**config.mk**
```make
export PLATFORM = sky130hd
export DESIGN_NAME = param_updown_counter
export DESIGN_NICKNAME = d
export VERILOG_FILES = /design/src/rtl/counter_pkg.sv /design/src/rtl/count_prescaler.sv /design/src/rtl/param_updown_counter.sv
export SDC_FILE = /design/constraint.sdc
export NUM_CORES = 1
export LEC_CHECK = 0
export ABC_CLOCK_PERIOD_IN_PS = 2170
export CAP_MARGIN = 15
export CORE_AREA = 4 4 41 43
export CTS_CLUSTER_DIAMETER = 80
export DETAILED_ROUTE_END_ITERATION = 7
export DIE_AREA = 0 0 45 47
export PLACE_DENSITY = 0.62
export SKIP_LAST_GASP = 1
export SYNTH_ARGS = -nofsm -noshare
export SYNTH_HDL_FRONTEND = slang
export SYNTH_HIERARCHICAL = 1
export SYNTH_SLANG_ARGS = --single-unit
```
**constraint.sdc**
```tcl
create_clock -name clock -period 2.17 [get_ports clock]
set_clock_uncertainty 0.1 [all_clocks]
set_input_delay 0.434 -clock clock [delete_from_list [all_inputs] [get_ports clock]]
set_output_delay 0.434 -clock clock [all_outputs]
set_load 0.03 [all_outputs]
```
**src/rtl/counter_pkg.sv**
```systemverilog
// Shared constants for the counter/timer family: direction encoding and
// end-of-range behaviour selectors.
package counter_pkg;

   localparam logic DIR_UP   = 1'b1;
   localparam logic DIR_DOWN = 1'b0;

   localparam int MODE_WRAP = 0;
   localparam int MODE_SAT  = 1;

endpackage : counter_pkg

```
**src/rtl/count_prescaler.sv**
```systemverilog
// Enable prescaler: emits one tick for every PRESCALE cycles with enable=1.
// The phase counter holds while enable is low and restarts from 0 on clear.
// With PRESCALE=1 the phase never leaves 0, so tick follows enable directly.
module count_prescaler #(
   parameter int PRESCALE = 1
) (
   input  logic clock,
   input  logic reset,
   input  logic clear,
   input  logic enable,
   output logic tick
);

   localparam int PW = (PRESCALE > 1) ? $clog2(PRESCALE) : 1;
   localparam logic [PW-1:0] LAST = PW'(PRESCALE - 1);

   logic [PW-1:0] phase;
   logic          at_last;

   assign at_last = (phase == LAST);
   assign tick    = enable & at_last;

   // Phase counter: advances on enabled cycles, wraps after the tick cycle
   always_ff @(posedge clock or negedge reset) begin
      if (!reset) begin
         phase <= '0;
      end else if (clear) begin
         phase <= '0;
      end else if (enable) begin
         phase <= at_last ? '0 : phase + PW'(1);
      end
   end

endmodule : count_prescaler

```
**src/rtl/param_updown_counter.sv**
```systemverilog
// Parametrised up/down counter with clamped load, wrap or saturate at the
// range ends, an enable prescaler and a registered terminal-count pulse.
module param_updown_counter
   import counter_pkg::*;
#(
   parameter int WIDTH     = 4,
   parameter int MAX_COUNT = 15,
   parameter int SATURATE  = 0,
   parameter int PRESCALE  = 1
) (
   input  logic             clock,
   input  logic             reset,
   input  logic             clear,
   input  logic             load,
   input  logic [WIDTH-1:0] load_value,
   input  logic             enable,
   input  logic             up_down,
   output logic [WIDTH-1:0] count,
   output logic             tc
);

   localparam logic [WIDTH-1:0] MAX_V     = WIDTH'(MAX_COUNT);
   localparam bit               WRAP_MODE = (SATURATE == MODE_WRAP);

   logic [WIDTH-1:0] count_next;
   logic             tc_next;
   logic             step;
   logic             going_up;
   logic             going_down;
   logic             at_top;
   logic             at_bottom;
   logic             at_end;
   logic             restart;

   // A load also restarts the prescaler so a fresh value gets a full period
   assign restart = clear | load;

   count_prescaler #(
      .PRESCALE (PRESCALE)
   ) u_prescaler (
      .clock  (clock),
      .reset  (reset),
      .clear  (restart),
      .enable (enable),
      .tick   (step)
   );

   assign going_up   = (up_down == DIR_UP);
   assign going_down = (up_down == DIR_DOWN);
   assign at_top     = (count == MAX_V);
   assign at_bottom  = (count == '0);
   // A step taken at the end in the current direction raises tc in both modes
   assign at_end     = (going_up & at_top) | (going_down & at_bottom);

   // Next-state mux: clear beats load beats step beats hold
   always_comb begin
      count_next = count;
      tc_next    = 1'b0;
      if (clear) begin
         count_next = '0;
      end else if (load) begin
         count_next = (load_value > MAX_V) ? MAX_V : load_value;
      end else if (step) begin
         tc_next = at_end;
         if (going_up) begin
            if (!at_top)        count_next = count + WIDTH'(1);
            else if (WRAP_MODE) count_next = '0;
            else                count_next = MAX_V;
         end else begin
            if (!at_bottom)     count_next = count - WIDTH'(1);
            else if (WRAP_MODE) count_next = MAX_V;
            else                count_next = '0;
         end
      end
   end

   // Count and terminal-count registers; reset clears both immediately
   always_ff @(posedge clock or negedge reset) begin
      if (!reset) begin
         count <= '0;
         tc    <= 1'b0;
      end else begin
         count <= count_next;
         tc    <= tc_next;
      end
   end

endmodule : param_updown_counter

```
# Word level (Yosys, flattened, before mapping)
# Cells that the tools add are included.
[word_totals]
ff_bits = 6
output_inout_bits = 5
wordCells = 31
[classes]
n_addsub = 3
n_lt_le_gt_ge = 1
eq_ne = 1
muxes = 13
bitwise_logic = 7
reduce_logical = 3
[op_table]
columns = ["operator", "n"]
rows = [
  ["4-bit two-way mux", 7],
  ["1-bit two-way mux", 6],
  ["4-bit by 1-bit adder with 4-bit output, second input constant", 1],
  ["4-bit equality test, second input constant", 1],
  ["4-bit > comparator, second input constant", 1],
  ["4-bit zero test", 1],
  ["4-bit by 1-bit subtractor with 4-bit output, second input constant", 1],
  ["1-bit AND", 3],
  ["3-bit nonzero test", 1],
  ["1-bit inverter", 2],
  ["1-bit OR", 2],
  ["2-bit nonzero test", 1],
  ["1-bit adder, second input constant", 1],
]

# Depth between registers and ports, before layout
# Gate-level depths: netlist (run 1).
[depth]
depth_word = 6
depth_mapped = 6
mapped_depth_nobuf = 6

# Cells and area by module
# The synthesis (run 1) kept the hierarchy.
[modules_own_cells]
columns = ["module", "n_inst", "cells_each", "area_per_inst_um2", "seq_area_each_um2"]
rows = [
  ["param_updown_counter", 1, 48, 412.9, 125.1],
  ["count_prescaler", 1, 1, 7.5, 0.0],
]

# Least setup slack after synthesis (run 1)
# OpenSTA, ideal clock, no wires.
[synth_path]
path_type = "register to register"
startpoint = "reg count[0]"
endpoint = "reg count[2]"
setup_ns = 0.123
arrival_time_ns = 1.556
slack_ns = 0.391
path_stages_with_launch = 7
n_path_buf = 0
synth_period_minus_slack_ns = 1.779
cell_sequence = "dfrtp_1 -> inv_1 -> ha_1 -> nor2b_1 -> o311a_2 -> o21ai_1 -> a21oi_1"
[synth_via]
elab_chain_len = 6
word_cells_on_any_way = 10
[synth_lines]
columns = ["item", "line", "text"]
rows = [
  ["from (decl)", "param_updown_counter.sv:18", "output logic [WIDTH-1:0] count,"],
  ["from (signal assigned)", "param_updown_counter.sv:83", "count <= count_next;"],
  ["4-bit by 1-bit subtractor with 4-bit output, or another cell as far along", "param_updown_counter.sv:70", "if (!at_bottom) count_next = count - WIDTH'(1);"],
  ["4-bit two-way mux (on tied branches)", "param_updown_counter.sv:70, param_updown_counter.sv:66", ""],
  ["4-bit two-way mux (*)", "param_updown_counter.sv:65", "if (going_up) begin"],
  ["4-bit two-way mux (*)", "param_updown_counter.sv:63", "end else if (step) begin"],
  ["4-bit two-way mux (*)", "param_updown_counter.sv:61", "end else if (load) begin"],
  ["4-bit two-way mux (*)", "param_updown_counter.sv:59", "if (clear) begin"],
]
# Every way passes the cells marked *; elsewhere a longest branch is shown, timed or not. The select of a mux whose other input is x is not followed.
# A chain may end at the register's enable or synchronous reset.

# Final worst setup path (run 1)
[layout_path]
startpoint = "reg count[0]"
endpoint = "out count[0]"
# No word-level cell between the ends.

==> results.toml, run 1 <==
[cts]
htreeDepth = 1
clock_path_buffers = 2
post_cts_resized = 0
cts_setup_buffers = 0
cts_tree = "built"
path_clk_slew_ns = 0.04
cts_sinks = 5
hold_buffers = 0
cts_root_buf = "clkbuf_4"
numCtsBuffers = 3
insertion_delay_ns = 0.23

[sta]
slew-limit-headroom_pct = 79.4
fmax_mhz = 499
fin_crit_ns = 2.01
hold_viol = 0
tns_ns = 0
period_share_pct = 92.4
drv_slew = 0
rsz0062_at_grt = "no"
tightestPinTransition_ns = 0.308
setup-violations-final = 0

[global_route]
grt_antenna_before_repair = 0
grt_pass1_wl_microns = 1440
grt-ovfl-total = 0
grt_pass1_vias = 336
grt_max_degree = 10
grt_usage_pct = 9.61

[critical_path]
worst_setup_path_start_kind = "register"
critPathArrivalTime_ns = 1.47
slowest_delay_ns = 0.73
end_kind = "output pin"
crit_type = "register to output pin"
crit_family = "buffers and inverters"
critPathRequiredTime_ns = 1.64
crit_path_cell_trace = "clkdlybuf4s50_1"
critPathMaxFanout = 8
critPathBufInv = 1
crit_path_top_delay_cell = "clkdlybuf4s50_1"

[floorplan]
initial_core_util_pct = 32.0
core.rowCount = 13
ios = 15
die-area_sq_um = 2120
core-area_sq_um = 1300
fp.dieH_microns = 47
die_w_microns = 45

[pwr]
irDropWorstVdd_mv = 0.387
p_leak_nw = 0.247
power_density_nw_per_um2 = 546

[detailed_routing]
ant_nets = 0
drc = 0
avgViaCountPerCell = 4.90
routed_wl_microns = 899
via_count = 377
firstDrtPassIters = 4
drt_iter0_drc = 11
wl_per_cell_microns = 11.7

[final_layout]
drive_above_1_share_pct = 11.3
diodes = 0
final_util_pct = 44.1
final_nets = 76
fillers = 148
syn2layout_area_growth_pct = 37.8

[synth]
syn_nets = 61
yosysWarnings = 6
syn_area_sq_um = 417
netlist_instances = 48
syn_area_per_cell_sq_um = 8.68

[outcome]
status = "complete, no violations"

[job]
cap_violations = 0

[placement]
dp_hpwl_microns = 704
port_buffers = 14
finalWeightedCongestion = 0.749

[worst_hold_path]
hp-class = "input port to async pin"
## where the power goes
group	switching, mW	leakage [nW]	internal [mW]
clock network	0.0336	0.0150	0.0692
registers	0.0127	0.0664	0.0995
logic	0.0454	0.166	0.0529
## worst register-to-register path, cell delays in order, from the launching register on
cell     delay (ns)
dfrtp_1        0.50
inv_1          0.13
ha_1           0.22
nor2b_1        0.14
o311a_2        0.34
o21ai_1        0.12
a21oi_1        0.08
## layout by cell type (no fill, tap or decap), drive strengths merged, types with 2 or more instances in the layout
cell,instances
nor2b,2
inv,2
a21oi,5
clkdlybuf4s50,14
nand2,3
xnor2,2
a31oi,3
ha,3
nor2,5
dfrtp,5
o21ai,2
clkbuf,4
## stage by stage
stage / setup slack (ns) / instance area (sq um) / instances / hold slack [ns] / power, mW
floorplan: 0.391 / 417 / 48 / 0.0384 / 0.174
global placement: 0.229 / 548 / 73 / 0.570 / 0.211
detailed placement: 0.219 / 548 / 73 / 0.571 / 0.212
CTS: 0.133 / 574 / 77 / 0.320 / 0.320
global route: 0.101 / 574 / 77 / 0.324 / 0.337
finish: 0.164 / 574 / 77 / 0.318 / 0.313
## sequential cells by signal, summed over array words and instances (netlist names)
signal and cells:
count 4, tc 1
## cell type report
cell class	count	area, sq um	area share, %
multi-input combinational	37	256	44.7
clock buffer	4	26.3	4.58
timing repair buffer	14	140	24.4
tap	15	18.8	3.27
inverter	2	7.51	1.31
sequential	5	125	21.8
## path summary, 6_finish.rpt
check                           depth (start not counted)                   end  slack (ns)                  from
worst max-delay path                                    1              count[0]        0.16  count[0]$_DFFE_PN0P_
worst min-delay path                                    1  count[3]$_DFFE_PN0P_        0.32                 reset
worst max register to register                          6  count[2]$_DFFE_PN0P_        0.42  count[0]$_DFFE_PN0P_
worst min register to register                          2  count[2]$_DFFE_PN0P_        0.64  count[2]$_DFFE_PN0P_
max in group asynchronous                               1  count[0]$_DFFE_PN0P_        1.47                 reset
min in group clock                                      2  count[2]$_DFFE_PN0P_        0.64  count[2]$_DFFE_PN0P_
## routing by layer
metal  wire length [microns]  up-vias  GRT usage (%)
li1                        -      197              -
met1                     424      169           11.8
met2                     419       11           15.5
met3                      54        0           5.75
met4                       0        0              0
met5                       0        -              0
Note: power is estimated with default switching activity, not from simulation.
==> run 2, diff against run 1 <==
==> constraint.sdc (replaced) <==
create_clock -name clock -period 2.17 [get_ports clock]
set_clock_uncertainty 0.1 [all_clocks]
set_input_delay 0.434 -clock clock [delete_from_list [all_inputs] [get_ports clock]]
set_output_delay 0.434 -clock clock [all_outputs]
set_load 0.05 [all_outputs]
==> run 2 against run 1 <==
  * Global-route usage rose by 0.16 points
  * Non-clock buffer count is the same
  * Setup slack got worse by 0.070 ns
  * Critical endpoint is now count[3]
  * Die area is the same
  * Critical path type unchanged
  * First-iteration DRC count fell by 64%
==> results.toml, run 2 (synthesized netlist as in run 1, its figures left out) <==
[cts]
cts_tree = "built"
htreeDepth = 1
cts_sinks = 5
numCtsBuffers = 3
clock_path_buffers = 2
post_cts_resized = 0
hold_buffers = 0
cts_setup_buffers = 0
path_clk_slew_ns = 0.05
insertion_delay_ns = 0.24
cts_root_buf = "clkbuf_4"

[detailed_routing]
via_count = 381
avgViaCountPerCell = 4.95
firstDrtPassIters = 4
drc = 0
routed_wl_microns = 951
drt_iter0_drc = 4
ant_nets = 0
wl_per_cell_microns = 12.4

[pwr]
irDropWorstVdd_mv = 0.397
p_int_mw = 0.220
p_seq_share_pct = 34.6
power_density_nw_per_um2 = 573
p_leak_nw = 0.252
switching_share_pct = 32.3
clockPowerShare_pct = 32.5
switchingPower_mw = 0.105
combPwrFrac_pct = 32.9

[global_route]
grt_use_met2_pct = 17.2
grt_pass1_vias = 347
gr-usage-met3_pct = 6.51
use_met1_pct = 8.78
grt-ovfl-total = 0
grt_usage_pct = 9.77
grt_max_degree = 10
busiest_layer = "met2"
grt_antenna_before_repair = 0
grt_pass1_wl_microns = 1410

[outcome]
status = "complete, no violations"

[final_layout]
regMostFlops = "count"
final_util_pct = 43.6
diodes = 0
largestRegisters = "count (4), tc (1)"
layout_common_cells = "clkdlybuf4s50_1, nor2_1, a21oi_1, dfrtp_1"
drive_above_1_share_pct = 16.1
final_common_cell = "clkdlybuf4s50_1"
final_nets = 76
syn2layout_area_growth_pct = 36.0
largest_register_ffs = 4

[floorplan]
die_w_microns = 45
core-area_sq_um = 1300
die-area_sq_um = 2120
initial_core_util_pct = 32.0
ios = 15
core.rowCount = 13
fp.dieH_microns = 47

[sta]
fmax_mhz = 482
hold_viol = 0
tightestPinTransition_ns = 0.496
rsz0062_at_grt = "no"
setup-violations-final = 0
period_share_pct = 95.7
tns_ns = 0
fin_crit_ns = 2.08
drv_slew = 0
slew-limit-headroom_pct = 66.8

[placement]
finalWeightedCongestion = 0.745
dp_hpwl_microns = 706
port_buffers = 14

[worst_hold_path]
hp-class = "input port to async pin"

[critical_path]
critPathRequiredTime_ns = 1.64
critPathMaxFanout = 8
crit_path_top_delay_cell = "clkdlybuf4s50_1"
worst_setup_path_start_kind = "register"
crit_path_cell_trace = "clkdlybuf4s50_1"
slowest_delay_ns = 0.84
end_kind = "output pin"
crit_family = "buffers and inverters"
critPathBufInv = 1
critPathArrivalTime_ns = 1.54
crit_type = "register to output pin"

[job]
cap_violations = 0
run 2: changes by cell type in the layout (fill, tap and decap cells not counted), sizes merged:
cell,delta
buf,+3
clkdlybuf4s50,-3
run 2: final timing paths:
path                                      start                    to  slack (ns)  depth (start not counted)
max in group asynchronous                 reset          tc$_DFF_PN0_        1.47                          1
setup reg to reg           count[0]$_DFFE_PN0P_  count[2]$_DFFE_PN0P_        0.42                          6
setup / recovery           count[3]$_DFFE_PN0P_              count[3]        0.09                          1
min in group clock         count[2]$_DFFE_PN0P_  count[2]$_DFFE_PN0P_        0.66                          2
hold / removal                            reset  count[2]$_DFFE_PN0P_        0.31                          1
hold reg to reg            count[2]$_DFFE_PN0P_  count[2]$_DFFE_PN0P_        0.66                          2
run 2: per-stage QoR:
step | instance area (sq um) | total power, mW | std cells | worst slack [ns] | hold slack [ns]
floorplan | 417 | 0.183 | 48 | 0.236 | 0.0384
global placement | 541 | 0.219 | 73 | 0.227 | 0.570
detailed placement | 541 | 0.220 | 73 | 0.228 | 0.568
CTS | 567 | 0.330 | 77 | 0.0901 | 0.307
global route | 567 | 0.346 | 77 | 0.0485 | 0.315
finish | 567 | 0.325 | 77 | 0.0944 | 0.307
run 2: power groups by stage:
stage	Combinational (mW)	Clock [mW]	Sequential (mW)
after floorplan	0.0520	0	0.131
after global placement	0.105	0	0.114
after detailed placement	0.107	0	0.114
after CTS	0.107	0.110	0.113
after global routing	0.115	0.118	0.114
final	0.107	0.106	0.112
run 2: final cells by class:
cell class,count,area (sq um)
fill,137,734
inverter,2,7.51
clock buffer,4,26.3
multi-input combinational,37,256
sequential,5,125
timing repair buffer,14,133
tap,15,18.8
run 2: worst register-to-register path, delay by kind of cell, from the launching register on:
| kind | cells | cell delay (ns) |
|---|---|---|
| adders and majority gates | 1 | 0.22 |
| and+or+nand+nor | 1 | 0.14 |
| AOI/OAI and AO/OA | 3 | 0.55 |
| buffers and inverters | 1 | 0.13 |
| DFF | 1 | 0.50 |
run 2: routing by layer:
layer / up-vias / routed length, microns
met3: 0 / 68
met5: - / 0
met2: 11 / 489
li1: 196 / -
met4: 0 / 0
met1: 174 / 393
==> run 3, diff against run 2 <==
--- a/config.mk
+++ b/config.mk
@@ -11,6 +11,7 @@
 export CTS_CLUSTER_DIAMETER = 80
 export DETAILED_ROUTE_END_ITERATION = 7
 export DIE_AREA = 0 0 45 47
+export GPL_TIMING_DRIVEN = 0
 export PLACE_DENSITY = 0.62
 export SKIP_LAST_GASP = 1
 export SYNTH_ARGS = -nofsm -noshare
==> run 3 against run 2 <==
  * Core utilization increased by 0.58 points
  * Flip-flop and latch count unchanged
  * Count of clock-buffer cells in the layout unchanged
  * Routed wire length decreased by 9.0%
  * Die area unchanged
  * Maximum frequency decreased by 2.1%
  * Via count increased by 0.26%
  * Global-route usage decreased by 0.79 points
  * Critical path type unchanged
  * Largest cell class unchanged
==> results.toml, run 3 (synthesized netlist as in run 1, its figures left out) <==
[pwr]
combPwrFrac_pct = 32.5
p_seq_share_pct = 34.7
switching_share_pct = 31.7
power_density_nw_per_um2 = 563
irDropWorstVdd_mv = 0.282
clockPowerShare_pct = 32.8
switchingPower_mw = 0.103
p_int_mw = 0.221
p_leak_nw = 0.266

[floorplan]
core-area_sq_um = 1300
initial_core_util_pct = 32.0
die_w_microns = 45
die-area_sq_um = 2120
core.rowCount = 13
ios = 15
fp.dieH_microns = 47

[final_layout]
drive_above_1_share_pct = 15.9
final_nets = 77
syn2layout_area_growth_pct = 37.8
fillers = 140
design_area_sq_um = 574
regMostFlops = "count"
largest_register_ffs = 4
diodes = 0
largestRegisters = "count (4), tc (1)"
layout_common_cells = "clkdlybuf4s50_1, nor2_1, a21oi_1, dfrtp_1"
final_common_cell = "clkdlybuf4s50_1"

[detailed_routing]
firstDrtPassIters = 2
wl_met2_microns = 388
met1Wirelength_microns = 404
via_count = 382
drc = 0
ant_nets = 0
routed_wl_microns = 865
wl_per_cell_microns = 11.1
drt_iter0_drc = 8
highest_layer = "met4"
wl_met3_microns = 52
avgViaCountPerCell = 4.90

[cts]
hold_buffers = 0
htreeDepth = 1
path_clk_slew_ns = 0.04
cts_sinks = 5
cts_tree = "built"
insertion_delay_ns = 0.24
cts_root_buf = "clkbuf_4"
post_cts_resized = 0
numCtsBuffers = 3
clock_path_buffers = 2
cts_setup_buffers = 0

[sta]
fin_crit_ns = 2.12
setup-violations-final = 0
rsz0062_at_grt = "no"
drv_slew = 0
fmax_mhz = 471
tightestPinTransition_ns = 0.499
slew-limit-headroom_pct = 66.7
tns_ns = 0
period_share_pct = 97.7
hold_viol = 0

[critical_path]
critPathLaunch = "count[2]$_DFFE_PN0P_"
end_kind = "output pin"
reg2reg_setup_slack_ns = 0.45
reg2reg_depth = 6
critPathRequiredTime_ns = 1.64
crit_path_cell_trace = "clkdlybuf4s50_1"
cp.depth = 1
critPathBufInv = 1
r2r-end = "count[2]$_DFFE_PN0P_"
worst_setup_path_start_kind = "register"
endpoint = "count[2]"
critPathMaxFanout = 9
crit_type = "register to output pin"
crit_family = "buffers and inverters"
r2r-start = "count[0]$_DFFE_PN0P_"
slowest_delay_ns = 0.86
crit_path_top_delay_cell = "clkdlybuf4s50_1"
critPathArrivalTime_ns = 1.59

[placement]
port_buffers = 11
place_area_sq_um = 546
finalWeightedCongestion = 0.684
dp_hpwl_microns = 657

[global_route]
grt_pass1_vias = 319
grt_antenna_before_repair = 0
grt_usage_pct = 8.98
grt_pass1_wl_microns = 1330
grt_max_degree = 10
grt-ovfl-total = 0

[outcome]
status = "complete, no violations"

[worst_hold_path]
hp-class = "input port to async pin"

[job]
cap_violations = 0
==> run 3: changes by cell type in the layout (fill, tap and decap cells not counted), sizes merged <==
cell | before | now
clkbuf | 4 | 5
clkdlybuf4s50 | 11 | 10
dlymetal6s2s | 0 | 1
==> run 3: metal layers <==
layer  global-route usage (%)  vias up
met4                     7.02        0
met5                        0        -
met3                     1.15        2
li1                         -      197
met2                     14.4       11
met1                     10.9      172
==> run 3: final cells by class <==
type                       instances  area (sq um)  area share [%]
multi-input combinational         37           256            44.7
timing repair buffer              11           113            19.6
clock buffer                       4          26.3            4.58
inverter                           2          7.51            1.31
tap                               15          18.8            3.27
sequential                         5           125            21.8
buffer                             4          27.5            4.79
==> run 3: how the worst min path moves through the flow <==
stage,startpoint,endpoint,slack (ns)
5_1_grt,reset,count[0]$_DFFE_PN0P_,0.32
4_1_cts,reset,count[2]$_DFFE_PN0P_,0.31
2_1_floorplan,reset,count[0]$_DFFE_PN0P_,0.04
3_5_place_dp,reset,count[2]$_DFFE_PN0P_,0.57
3_3_place_gp,reset,tc$_DFF_PN0_,0.56
6_report,reset,count[0]$_DFFE_PN0P_,0.31
==> run 3: power by group through the flow <==
stage	logic [mW]	clock network (mW)	registers [mW]
2_1_floorplan	0.0520	0	0.131
3_3_place_gp	0.105	0	0.114
3_5_place_dp	0.106	0	0.114
4_1_cts	0.106	0.110	0.113
5_1_grt	0.113	0.114	0.115
6_report	0.105	0.106	0.112
==> run 3: per-stage QoR <==
stage / util [%] / worst slack [ns] / hold slack, ns / cells / power [mW]
4_1_cts: 43.9 / 0.00504 / 0.313 / 78 / 0.329
3_3_place_gp: 41.9 / 0.269 / 0.562 / 74 / 0.219
3_5_place_dp: 41.9 / 0.267 / 0.573 / 74 / 0.220
5_1_grt: 44.1 / 0.00168 / 0.322 / 78 / 0.342
2_1_floorplan: - / 0.236 / 0.0384 / 48 / 0.183
6_report: 44.1 / 0.0488 / 0.308 / 78 / 0.323
